[config.mk]
export PLATFORM = sky130hd
export DESIGN_NAME = plot_arbiter_flat
export DESIGN_NICKNAME = d
export VERILOG_FILES = /design/src/rtl/plot_arbiter_pkg.sv /design/src/rtl/plot_arbiter_if.sv /design/src/rtl/plot_arbiter_req_slot.sv /design/src/rtl/plot_arbiter.sv /design/src/flat_wrapper.sv
export SDC_FILE = /design/constraint.sdc
export NUM_CORES = 1
export LEC_CHECK = 0
export CAP_MARGIN = 40
export CORE_ASPECT_RATIO = 0.5
export CORE_MARGIN = 5
export CORE_UTILIZATION = 56
export DETAILED_ROUTE_END_ITERATION = 12
export PLACE_DENSITY = 0.85
export SLEW_MARGIN = 20
export SYNTH_ARGS = -nofsm -noshare
export SYNTH_HDL_FRONTEND = slang
export SYNTH_SLANG_ARGS = --single-unit
[constraint.sdc]
create_clock -name clk -period 5.9 [get_ports clk]
set_input_delay 1.77 -clock clk [delete_from_list [all_inputs] [get_ports clk]]
set_output_delay 1.77 -clock clk [all_outputs]
set_load 0.02 [all_outputs]
[src/rtl/plot_arbiter_pkg.sv]
// Shared types and constants for the plot arbiter: screen defaults,
// coordinate widths, FSM states, grant classes and the pixel record.
package plot_pkg;

    localparam int DEF_SCREEN_W = 160;
    localparam int DEF_SCREEN_H = 120;

    localparam int X_W   = 8;
    localparam int Y_W   = 7;
    localparam int COL_W = 3;

    typedef enum logic [0:0] {
        ST_IDLE  = 1'b0,
        ST_CLEAR = 1'b1
    } state_t;

    typedef enum logic [0:0] {
        GRANT_PLAYER = 1'b0,
        GRANT_CPU    = 1'b1
    } grant_t;

    typedef struct packed {
        logic [X_W-1:0]   x;
        logic [Y_W-1:0]   y;
        logic [COL_W-1:0] colour;
    } pixel_t;

    localparam pixel_t PIXEL_ZERO = '{x: {X_W{1'b0}}, y: {Y_W{1'b0}}, colour: {COL_W{1'b0}}};

    // Player wins when it is alone, or on a tie when the CPU was served last.
    function automatic logic pick_player(input logic p_full, input logic c_full, input grant_t last);
        return p_full && (!c_full || (last == GRANT_CPU));
    endfunction

endpackage

[src/rtl/plot_arbiter_if.sv]
// Request and pixel-output bundle between the requesters and the arbiter.
// master = requester/VGA side, slave = arbiter.
interface plot_arbiter_if;

    logic                        clear_req;
    logic [plot_pkg::COL_W-1:0]  clear_colour;

    logic                        p_req;
    logic [plot_pkg::X_W-1:0]    p_x;
    logic [plot_pkg::Y_W-1:0]    p_y;
    logic [plot_pkg::COL_W-1:0]  p_colour;

    logic                        c_req;
    logic [plot_pkg::X_W-1:0]    c_x;
    logic [plot_pkg::Y_W-1:0]    c_y;
    logic [plot_pkg::COL_W-1:0]  c_colour;

    logic [plot_pkg::X_W-1:0]    x;
    logic [plot_pkg::Y_W-1:0]    y;
    logic [plot_pkg::COL_W-1:0]  colour;
    logic                        plot;

    logic                        p_busy;
    logic                        c_busy;
    logic                        clear_busy;
    logic                        p_done;
    logic                        c_done;

    modport master (
        output clear_req, clear_colour,
        output p_req, p_x, p_y, p_colour,
        output c_req, c_x, c_y, c_colour,
        input  x, y, colour, plot,
        input  p_busy, c_busy, clear_busy, p_done, c_done
    );

    modport slave (
        input  clear_req, clear_colour,
        input  p_req, p_x, p_y, p_colour,
        input  c_req, c_x, c_y, c_colour,
        output x, y, colour, plot,
        output p_busy, c_busy, clear_busy, p_done, c_done
    );

endinterface

[src/rtl/plot_arbiter_req_slot.sv]
// One-deep pending slot for a pixel requester. A request is captured when the
// slot is empty, dropped when it is full, and reloads the slot when it lands
// on the same edge the held pixel is granted.
module plot_req_slot
    import plot_pkg::*;
(
    input  logic   clk,
    input  logic   rst,
    input  logic   load,
    input  logic   grant,
    input  pixel_t din,
    output logic   full,
    output pixel_t dout
);

    logic   full_r;
    pixel_t data_r;

    // Slot occupancy and captured pixel data.
    always_ff @(posedge clk or posedge rst) begin
        if (rst) begin
            full_r <= 1'b0;
            data_r <= PIXEL_ZERO;
        end else if (grant) begin
            full_r <= load;
            if (load) begin
                data_r <= din;
            end
        end else if (load && !full_r) begin
            full_r <= 1'b1;
            data_r <= din;
        end
    end

    assign full = full_r;
    assign dout = data_r;

endmodule

[src/rtl/plot_arbiter.sv]
// Arbitrates a full-screen clear sweep and two pixel requesters (player and
// CPU) onto a single registered VGA write port, one pixel per cycle.
module plot_arbiter
    import plot_pkg::*;
#(
    parameter int SCREEN_W = DEF_SCREEN_W,
    parameter int SCREEN_H = DEF_SCREEN_H
) (
    input  logic          clk,
    input  logic          resetn,
    plot_arbiter_if.slave bus
);

    localparam logic [X_W-1:0] X_LAST = X_W'(SCREEN_W - 1);
    localparam logic [Y_W-1:0] Y_LAST = Y_W'(SCREEN_H - 1);
    localparam logic [X_W-1:0] X_ONE  = X_W'(1);
    localparam logic [Y_W-1:0] Y_ONE  = Y_W'(1);

    state_t             state_r,      state_next_s;
    logic [X_W-1:0]     sx_r,         sx_next_s;
    logic [Y_W-1:0]     sy_r,         sy_next_s;
    logic               clear_pend_r, clear_pend_next_s;
    logic [COL_W-1:0]   clear_col_r,  clear_col_next_s;
    grant_t             last_r,       last_next_s;

    logic [X_W-1:0]     x_r,          x_next_s;
    logic [Y_W-1:0]     y_r,          y_next_s;
    logic [COL_W-1:0]   col_r,        col_next_s;
    logic               plot_r,       plot_next_s;
    logic               p_done_r,     p_done_next_s;
    logic               c_done_r,     c_done_next_s;
    logic               clear_busy_r, clear_busy_next_s;

    pixel_t             p_in_s,   c_in_s;
    pixel_t             p_slot_s, c_slot_s;
    logic               p_full_s, c_full_s;
    logic               p_grant_s, c_grant_s;

    assign p_in_s = '{x: bus.p_x, y: bus.p_y, colour: bus.p_colour};
    assign c_in_s = '{x: bus.c_x, y: bus.c_y, colour: bus.c_colour};

    plot_req_slot u_p_slot (
        .clk   (clk),
        .rst   (resetn),
        .load  (bus.p_req),
        .grant (p_grant_s),
        .din   (p_in_s),
        .full  (p_full_s),
        .dout  (p_slot_s)
    );

    plot_req_slot u_c_slot (
        .clk   (clk),
        .rst   (resetn),
        .load  (bus.c_req),
        .grant (c_grant_s),
        .din   (c_in_s),
        .full  (c_full_s),
        .dout  (c_slot_s)
    );

    // Next-state, sweep counters, grant selection and next output values.
    always_comb begin
        state_next_s      = state_r;
        sx_next_s         = sx_r;
        sy_next_s         = sy_r;
        clear_pend_next_s = clear_pend_r;
        clear_col_next_s  = clear_col_r;
        last_next_s       = last_r;
        x_next_s          = x_r;
        y_next_s          = y_r;
        col_next_s        = col_r;
        plot_next_s       = 1'b0;
        p_done_next_s     = 1'b0;
        c_done_next_s     = 1'b0;
        p_grant_s         = 1'b0;
        c_grant_s         = 1'b0;

        case (state_r)
            ST_IDLE: begin
                if (clear_pend_r) begin
                    // Clear outranks pixels; a clear_req on this edge is ignored.
                    state_next_s      = ST_CLEAR;
                    clear_pend_next_s = 1'b0;
                    sx_next_s         = {X_W{1'b0}};
                    sy_next_s         = {Y_W{1'b0}};
                end else begin
                    if (bus.clear_req) begin
                        clear_pend_next_s = 1'b1;
                        clear_col_next_s  = bus.clear_colour;
                    end else begin
                        clear_pend_next_s = 1'b0;
                    end

                    if (pick_player(p_full_s, c_full_s, last_r)) begin
                        p_grant_s     = 1'b1;
                        plot_next_s   = 1'b1;
                        p_done_next_s = 1'b1;
                        x_next_s      = p_slot_s.x;
                        y_next_s      = p_slot_s.y;
                        col_next_s    = p_slot_s.colour;
                        last_next_s   = GRANT_PLAYER;
                    end else if (c_full_s) begin
                        c_grant_s     = 1'b1;
                        plot_next_s   = 1'b1;
                        c_done_next_s = 1'b1;
                        x_next_s      = c_slot_s.x;
                        y_next_s      = c_slot_s.y;
                        col_next_s    = c_slot_s.colour;
                        last_next_s   = GRANT_CPU;
                    end else begin
                        plot_next_s   = 1'b0;
                    end
                end
            end

            ST_CLEAR: begin
                plot_next_s = 1'b1;
                x_next_s    = sx_r;
                y_next_s    = sy_r;
                col_next_s  = clear_col_r;
                if (sx_r == X_LAST) begin
                    sx_next_s = {X_W{1'b0}};
                    if (sy_r == Y_LAST) begin
                        sy_next_s    = {Y_W{1'b0}};
                        state_next_s = ST_IDLE;
                    end else begin
                        sy_next_s    = sy_r + Y_ONE;
                    end
                end else begin
                    sx_next_s = sx_r + X_ONE;
                end
            end

            default: begin
                state_next_s = ST_IDLE;
            end
        endcase

        clear_busy_next_s = clear_pend_next_s || (state_next_s == ST_CLEAR);
    end

    // State, sweep, clear latch, round-robin pointer and registered outputs.
    always_ff @(posedge clk or posedge resetn) begin
        if (resetn) begin
            state_r      <= ST_IDLE;
            sx_r         <= {X_W{1'b0}};
            sy_r         <= {Y_W{1'b0}};
            clear_pend_r <= 1'b0;
            clear_col_r  <= {COL_W{1'b0}};
            last_r       <= GRANT_CPU;
            x_r          <= {X_W{1'b0}};
            y_r          <= {Y_W{1'b0}};
            col_r        <= {COL_W{1'b0}};
            plot_r       <= 1'b0;
            p_done_r     <= 1'b0;
            c_done_r     <= 1'b0;
            clear_busy_r <= 1'b0;
        end else begin
            state_r      <= state_next_s;
            sx_r         <= sx_next_s;
            sy_r         <= sy_next_s;
            clear_pend_r <= clear_pend_next_s;
            clear_col_r  <= clear_col_next_s;
            last_r       <= last_next_s;
            x_r          <= x_next_s;
            y_r          <= y_next_s;
            col_r        <= col_next_s;
            plot_r       <= plot_next_s;
            p_done_r     <= p_done_next_s;
            c_done_r     <= c_done_next_s;
            clear_busy_r <= clear_busy_next_s;
        end
    end

    assign bus.x          = x_r;
    assign bus.y          = y_r;
    assign bus.colour     = col_r;
    assign bus.plot       = plot_r;
    assign bus.p_done     = p_done_r;
    assign bus.c_done     = c_done_r;
    assign bus.p_busy     = p_full_s;
    assign bus.c_busy     = c_full_s;
    assign bus.clear_busy = clear_busy_r;

endmodule

[src/flat_wrapper.sv]
// flat-port wrapper written by rule: the top's interface ports become plain ports
module plot_arbiter_flat import plot_pkg::*;
#(
    parameter int SCREEN_W = DEF_SCREEN_W,
    parameter int SCREEN_H = DEF_SCREEN_H
)
  (clk, resetn, bus_clear_req, bus_clear_colour, bus_p_req, bus_p_x, bus_p_y, bus_p_colour, bus_c_req, bus_c_x, bus_c_y, bus_c_colour, bus_x, bus_y, bus_colour, bus_plot, bus_p_busy, bus_c_busy, bus_clear_busy, bus_p_done, bus_c_done);
  plot_arbiter_if bus_i ();
  input  logic clk;
  input  logic resetn;
  input wire logic [$bits(bus_i.clear_req)-1:0] bus_clear_req;
  input wire logic [$bits(bus_i.clear_colour)-1:0] bus_clear_colour;
  input wire logic [$bits(bus_i.p_req)-1:0] bus_p_req;
  input wire logic [$bits(bus_i.p_x)-1:0] bus_p_x;
  input wire logic [$bits(bus_i.p_y)-1:0] bus_p_y;
  input wire logic [$bits(bus_i.p_colour)-1:0] bus_p_colour;
  input wire logic [$bits(bus_i.c_req)-1:0] bus_c_req;
  input wire logic [$bits(bus_i.c_x)-1:0] bus_c_x;
  input wire logic [$bits(bus_i.c_y)-1:0] bus_c_y;
  input wire logic [$bits(bus_i.c_colour)-1:0] bus_c_colour;
  output wire logic [$bits(bus_i.x)-1:0] bus_x;
  output wire logic [$bits(bus_i.y)-1:0] bus_y;
  output wire logic [$bits(bus_i.colour)-1:0] bus_colour;
  output wire logic [$bits(bus_i.plot)-1:0] bus_plot;
  output wire logic [$bits(bus_i.p_busy)-1:0] bus_p_busy;
  output wire logic [$bits(bus_i.c_busy)-1:0] bus_c_busy;
  output wire logic [$bits(bus_i.clear_busy)-1:0] bus_clear_busy;
  output wire logic [$bits(bus_i.p_done)-1:0] bus_p_done;
  output wire logic [$bits(bus_i.c_done)-1:0] bus_c_done;
  assign bus_i.clear_req = bus_clear_req;
  assign bus_i.clear_colour = bus_clear_colour;
  assign bus_i.p_req = bus_p_req;
  assign bus_i.p_x = bus_p_x;
  assign bus_i.p_y = bus_p_y;
  assign bus_i.p_colour = bus_p_colour;
  assign bus_i.c_req = bus_c_req;
  assign bus_i.c_x = bus_c_x;
  assign bus_i.c_y = bus_c_y;
  assign bus_i.c_colour = bus_c_colour;
  assign bus_x = bus_i.x;
  assign bus_y = bus_i.y;
  assign bus_colour = bus_i.colour;
  assign bus_plot = bus_i.plot;
  assign bus_p_busy = bus_i.p_busy;
  assign bus_c_busy = bus_i.c_busy;
  assign bus_clear_busy = bus_i.clear_busy;
  assign bus_p_done = bus_i.p_done;
  assign bus_c_done = bus_i.c_done;
  plot_arbiter #(.SCREEN_W(SCREEN_W), .SCREEN_H(SCREEN_H)) u_core (.clk(clk), .resetn(resetn), .bus(bus_i));
endmodule
# == Yosys cells after proc, flatten, opt, wreduce, memory -nomap -nowiden ==
# Index checks and enable logic that the tools add are counted.
# Widths: inputs -> output; s select.
# word_totals
inputBits,44
out_inout_bits,24
word_cells,97
regBits,81
# classes
eq_ne,8
n_addsub,2
muxes,48
bitwise_logic,2
reduce_logical,16
# op_table
op,count
$mux 18,6
$mux 7,6
$mux 8,5
$pmux 8 s2,2
$pmux 7 s2,2
$mux 1,21
$mux 3,3
$add 8x1->8 const B,1
$eq 8x8->1 const B,1
$ne 2x2->1 const B,4
$reduce_and 2->1,4
$add 7x1->7 const B,1
$eq 7x7->1 const B,1
$pmux 3 s2,1
$reduce_and 3->1,2
$reduce_bool 2->1,3
$pmux 1 s2,2
$logic_and 1x1->1,3
$ne 3x2->1 const B,1
$logic_not 1->1,2
$logic_or 1x1->1,2
$ne 2x1->1 const B,1
$not 1->1,2

# == Longest topological paths before layout ==
# Gate-level depths: netlist of run 1.
# depth
ltp_word,8
depth_mapped,7
ltp_nobuf,5

# == Cells and area by module ==
# Synthesis of run 1 repeated with hierarchy kept, for this count alone.
# unflattened
hier_cells,283
area_unflattened_um2,3648.5
# by_module_without_submodules
mod,n_inst,cells_per_inst,area_each_um2,seq_area_each_um2
plot_arbiter,1,199,2104.5,1077.3
plot_req_slot,2,42,772.0,475.5

# == Worst setup path before layout of run 1 ==
# OpenSTA, ideal clock, no wires.
# synth_path
kind,input to register
start,input port bus_p_req
end,register u_core.u_p_slot.data_r (netlist bit u_core.u_p_slot.dout[0])
t_arrival_ns,2.470
path_buffers,1
setup_ns,0.125
cell_stages,3
slack_ns,3.306
required_ns,5.775
path_cell_list,nand2_2 > buf_2 > mux2_2
# synth_via
elab_chain_len,3
elab_cells_between_ends,4
cone_classes,1 x eq/ne; 3 x reduce/logical
# synth_rtl
item,line,source
from (decl),flat_wrapper.sv:13,input wire logic [$bits(bus_i.p_req)-1:0] bus_p_req;
$logic_and 1x1->1,plot_arbiter_req_slot.sv:29,end else if (load && !full_r) begin
$reduce_bool 2->1 (no line),--,
$reduce_and 2->1 (no line) *,--,
to (signal assigned),plot_arbiter_req_slot.sv:27,data_r <= din;
to (signal assigned),plot_arbiter_req_slot.sv:31,data_r <= din;
to (decl),plot_arbiter_req_slot.sv:17,pixel_t data_r;
# Mark *: on every way between the ends. The rest lies on a longest branch, timed or not.
# A chain may end at the register's enable or synchronous reset.

# == Worst setup path after layout of run 1 ==
# layout_path
start,register u_core.u_p_slot.full_r (netlist: u_core.u_p_slot.full)
end,output port bus_p_busy
# layout_lines
item,line,source
from (decl),plot_arbiter_req_slot.sv:16,logic full_r;
from (signal assigned),plot_arbiter_req_slot.sv:25,full_r <= load;
to (decl),flat_wrapper.sv:25,output wire logic [$bits(bus_i.p_busy)-1:0] bus_p_busy;
# No word-level cell between the ends.

==> impl_metrics.yaml, run 1 <==
yosys:
  synth_edf_count: 0
  ys_types: 45
  ys_ff_latch: 81
  seq_area_frac_synth_pct: 56.3
  synthCells: 283
  synth_top_flop_cell: "dfrtp_1"
  async_reset_ff_share_pct: 100
  synth_area_sq_mm: 0.00360
  ys_warn_count: 0
  syn_nets: 329
  syn_area_per_cell_sq_um: 12.7
sta:
  fin_setup_tns_ns: 0
  drv_slew: 0
  max_freq_ghz: 0.309
  hold_violations: 0
  relSlewSlack_pct: 48.0
  rsz0062_at_grt: "no"
  post-route-period-util_pct: 54.9
  timing.hold.ws_ns: 0.506
  worstMarginPinSlew_ns: 0.777
  fin_skew_ns: 0.00710
  setup_viol: 0
  fin_crit_ns: 3.24
floorplan:
  io_pins: 68
  core_sq_mm: 0.00616
  dieArea_sq_mm: 0.00823
  initial_core_util_pct: 58.5
  chipWidth_um: 123
  rows: 20
  die_h_um: 66.7
route:
  avgViaCountPerCell: 5.89
  ant_nets: 0
  wl_per_cell_um: 19.9
  via_count: 2619
  routed_wl_um: 8840
  drt_pass1_iterations: 5
  drt-initial-drc-count: 296
  remaining_drc_errors: 0
cts:
  cts_buffers: 9
  clkSlewWorstSetupHoldPaths_ns: 0.06
  htree_levels: 3
  clockBufferDepth: 2
  clock-root-buffer: "clkbuf_16"
  cts.repair.resized: 0
  cts_sinks: 81
  cts_setup_buffers: 0
  holdBufCountCts: 0
  clk-insertion-delay-late_ns: 0.34
  cts_tree: "built"
global_routing:
  grtUsageTotal_pct: 23.6
  grt_max_degree: 35
  antenna_found_initial: 0
  grt_pass1_vias: 2771
  grt_overflow: 0
  grt_pass1_wl_um: 14500
placed_design:
  hpwl_um: 6090
  port_buffers: 67
  gp_congestion: 0.788
setup_path:
  crit_fanout: 5
  critical-path-top-delay-family: "buffers and inverters"
  cp.required_ns: 4.13
  end_kind: "output port"
  path_class: "reg -> out"
  crit_arrival_ns: 1.47
  crit_path_top_delay_cell: "clkdlybuf4s50_1"
  crit_buf_inv: 1
  cp_slowest_stage_delay_ns: 0.66
  path_cells: "clkdlybuf4s50_1"
  startpoint_type: "flip-flop"
layout:
  drive_gt1_share_pct: 19.9
  n_antenna_cell: 0
  layout.nets: 398
  area_growth_pct: 30.7
power:
  irDropWorstVdd_mv: 0.200
  power_density_mw_per_mm2: 430
  p_leak_nw: 2.05
status:
  status: "completed"
min_path:
  hp-class: "reg -> reg"
flow_run:
  maxCapViolCount: 0
cells by family (layout without fill, tap and decap cells):
group,after synthesis,in the layout,synth area share [%]
multiplexers,57,57,18.2
XOR/XNOR,2,2,0.486
buffers and inverters,20,94,2.88
AND/OR/NAND/NOR,51,51,7.68
AO/OA/AOI/OAI,70,70,13.7
adder cells (fa/ha/maj),2,2,0.695
flip-flops,81,81,56.3
layout by cell type (no fill, tap or decap), types with 3 or more instances in the layout:
master	synthesis	routed
clkdlybuf4s50_1	0	67
nand3_1	8	8
mux2_2	29	29
a21oi_1	4	4
a22oi_1	17	17
o21ai_0	25	25
nand2b_1	5	5
nor2_1	6	6
a31oi_1	7	7
dfrtp_1	80	80
clkbuf_16	0	9
inv_1	6	5
nand3b_1	4	4
nand2_1	13	13
mux2i_1	18	18
a41oi_1	3	3
mux2_4	10	10
metrics by stage:
| stage | util, % | total power (W) | cells | setup slack [ns] | cell area [sq um] |
|---|---|---|---|---|---|
| final | 76.5 | 0.00202 | 445 | 2.66 | 4710 |
| after detailed placement | 70.8 | 0.00139 | 428 | 2.75 | 4360 |
| after floorplan | - | 0.00117 | 283 | 2.05 | 3600 |
| after CTS | 76.3 | 0.00202 | 444 | 2.65 | 4700 |
| after global routing | 76.5 | 0.00212 | 445 | 2.61 | 4710 |
| after global placement | 70.0 | 0.00135 | 425 | 2.50 | 4310 |
report_power, final:
part / switching, W / total (W) / internal, W
clock: 0.000229 / 0.000626 / 0.000397
combinational: 0.000261 / 0.000547 / 0.000286
sequential: 0.000130 / 0.000851 / 0.000721
synthesized netlist by cell type (all sizes together) (3+ instances only):
cell type	n	share of area, %
a41oi	3	0.73
buf	8	1.6
nand2b	5	0.87
or2	4	0.69
a21oi	6	1.3
nand3	8	1.1
inv	6	0.63
nor2	6	0.63
nand2	14	1.5
a31oi	7	1.2
dfrtp	80	56
mux2	39	13
nand3b	4	0.83
a22oi	17	3.5
mux2i	18	5.0
clkbuf	6	0.63
o21ai	26	3.9
final timing paths:
check,slack (ns),cells after the start,start,to
min in group asynchronous,1.75,2,resetn,u_core.u_c_slot.dout[1]
max,2.66,1,u_core.u_p_slot.full,bus_p_busy
min,0.51,1,u_core.u_c_slot.dout[4],u_core.u_c_slot.dout[4]
min reg2reg,0.51,1,u_core.u_c_slot.dout[4],u_core.u_c_slot.dout[4]
max in group asynchronous,3.15,4,resetn,u_core.last_r
max reg2reg,3.48,5,u_core.state_r,u_core.u_c_slot.dout[16]
layer usage:
| layer | share of wire (%) | vias to the layer above | wire length [um] | global-route usage, % |
|---|---|---|---|---|
| met5 | 0 | - | 0 | 0 |
| met4 | 1.3 | 0 | 117 | 6.34 |
| met3 | 5.9 | 12 | 522 | 6.96 |
| met2 | 49 | 100 | 4320 | 38.5 |
| met1 | 44 | 1320 | 3890 | 31.0 |
| li1 | - | 1187 | - | - |
state kept, by name, summed over array words and instances, names as in the netlist:
register / flops
u_core.u_p_slot.full: 1
u_core.u_c_slot.dout: 18
u_core.bus.x: 8
u_core.clear_pend_r: 1
u_core.bus.plot: 1
u_core.sx_r: 8
u_core.bus.c_done: 1
u_core.bus.colour: 3
u_core.u_p_slot.dout: 18
u_core.bus.y: 7
u_core.clear_col_r: 3
u_core.state_r: 1
u_core.last_r: 1
u_core.u_c_slot.full: 1
u_core.bus.p_done: 1
u_core.bus.clear_busy: 1
u_core.sy_r: 7
layout make-up:
type                       instances  area [sq um]
multi-input combinational        182          1470
inverter                           6          22.5
tap                               88           110
sequential                        81          2030
fill                             381          1450
timing repair buffer              72           739
clock buffer                      11           253
clock inverter                     5          86.3
(Power assumes the default switching activity.)
==> inputs of run 2 (changes only) <==
--- a/config.mk
+++ b/config.mk
@@ -8,9 +8,9 @@
 export CAP_MARGIN = 40
 export CORE_ASPECT_RATIO = 0.5
 export CORE_MARGIN = 5
-export CORE_UTILIZATION = 56
+export CORE_UTILIZATION = 47
 export DETAILED_ROUTE_END_ITERATION = 12
-export PLACE_DENSITY = 0.85
+export PLACE_DENSITY = 0.76
 export SLEW_MARGIN = 20
 export SYNTH_ARGS = -nofsm -noshare
 export SYNTH_HDL_FRONTEND = slang
==> constraint.sdc (replaced) <==
create_clock -name clk -period 2.65 [get_ports clk]
set_input_delay 0.795 -clock clk [delete_from_list [all_inputs] [get_ports clk]]
set_output_delay 0.795 -clock clk [all_outputs]
set_load 0.02 [all_outputs]
==> impl_metrics.yaml, run 2 (synthesis results as in run 1) <==
floorplan:
  io_pins: 68
  chipWidth_um: 134
  rows: 22
  initial_core_util_pct: 48.6
  die_h_um: 71.9
  core_sq_mm: 0.00740
  dieArea_sq_mm: 0.00962
setup_path:
  critical-path-top-delay-family: "buffers and inverters"
  r2r_setup_slack_ns: 0.55
  crit_buf_inv: 1
  cp.required_ns: 1.86
  crit_path_top_delay_cell: "clkdlybuf4s50_1"
  crit_arrival_ns: 1.41
  crit_fanout: 5
  end_kind: "output port"
  path_class: "reg -> out"
  startpoint_type: "flip-flop"
  cp_slowest_stage_delay_ns: 0.64
  path_cells: "clkdlybuf4s50_1"
sta:
  fin_crit_ns: 2.20
  hold_violations: 0
  fin_setup_tns_ns: 0
  drv_slew: 0
  worstMarginPinSlew_ns: 0.807
  post-route-period-util_pct: 83.1
  timing.hold.ws_ns: 0.504
  rsz0062_at_grt: "no"
  fin_skew_ns: 0.0106
  max_freq_ghz: 0.454
  setup_viol: 0
  setup_slack_ns: 0.447
  relSlewSlack_pct: 46.2
placed_design:
  hpwl_um: 6020
  place_inst: 438
  post-place-ws_ns: 0.547
  gp_congestion: 0.811
  port_buffers: 67
route:
  drt_pass1_iterations: 4
  remaining_drc_errors: 0
  ant_nets: 0
  routed_wl_um: 8370
  drt-initial-drc-count: 254
  wl_per_cell_um: 18.4
  via_count: 2510
  avgViaCountPerCell: 5.53
cts:
  clockBufferDepth: 2
  cts.repair.resized: 0
  cts_tree: "built"
  clk-insertion-delay-late_ns: 0.34
  cts_buffers: 9
  clkSlewWorstSetupHoldPaths_ns: 0.06
  cts_setup_buffers: 0
  htree_levels: 3
  clock-root-buffer: "clkbuf_16"
  holdBufCountCts: 0
  cts_sinks: 81
power:
  p_leak_nw: 2.03
  irDropWorstVdd_mv: 0.395
  power_density_mw_per_mm2: 923
global_routing:
  antenna_found_initial: 0
  grt_pass1_vias: 2662
  grtUsageTotal_pct: 18.3
  grt_max_degree: 55
  grt_overflow: 0
  grt_pass1_wl_um: 13800
flow_run:
  maxCapViolCount: 0
layout:
  post-route-util_pct: 63.2
  multi_input_area_sq_mm: 0.00147
  register_area_sq_mm: 0.00203
  layout.nets: 399
  n_antenna_cell: 0
  area_growth_pct: 29.9
  final_cell_mix: "80 x dfrtp_1, 67 x clkdlybuf4s50_1, 29 x mux2_2, 25 x o21ai_0, 18 x mux2i_1"
  fin_cells: 454
  drive_gt1_share_pct: 19.8
  fill_cells: 564
  final_common_cell: "dfrtp_1"
status:
  status: "completed"
min_path:
  hp-class: "reg -> reg"
run 2: area by class of cell:
type                       count  area share, %
clock inverter                 5           1.39
timing repair buffer          73           15.6
clock buffer                  11           5.19
inverter                       6          0.561
sequential                    81           43.3
tap                           96           2.57
multi-input combinational    182           31.4
run 2: worst paths after layout:
check,startpoint,endpoint,cells past startpoint
setup / recovery,u_core.u_p_slot.full,bus_p_busy,1
hold / removal,u_core.u_c_slot.dout[2],u_core.u_c_slot.dout[2],1
setup reg to reg,u_core.state_r,u_core.u_c_slot.dout[16],4
hold reg to reg,u_core.u_c_slot.dout[2],u_core.u_c_slot.dout[2],1
max in group asynchronous,resetn,u_core.last_r,3
min in group asynchronous,resetn,u_core.u_p_slot.dout[11],2
run 2: power by group:
part           internal, W  switching [W]  leakage [nW]  total [W]
logic             0.000624       0.000545         0.886    0.00117
registers          0.00161       0.000290         0.996    0.00189
clock network     0.000762       0.000495         0.150    0.00126
run 2: metrics by stage:
stage | total power [W] | instance area, sq um
final | 0.00432 | 4680
after global routing | 0.00454 | 4680
after CTS | 0.00433 | 4680
after detailed placement | 0.00307 | 4370
after global placement | 0.00302 | 4370
after floorplan | 0.00262 | 3610
run 2: layer usage:
layer	up-vias	GRT usage [%]	wire [um]
li1	1179	-	-
met5	-	0	0
met4	0	5.82	108
met1	1247	24.4	3890
met2	74	30.0	4040
met3	10	4.36	331
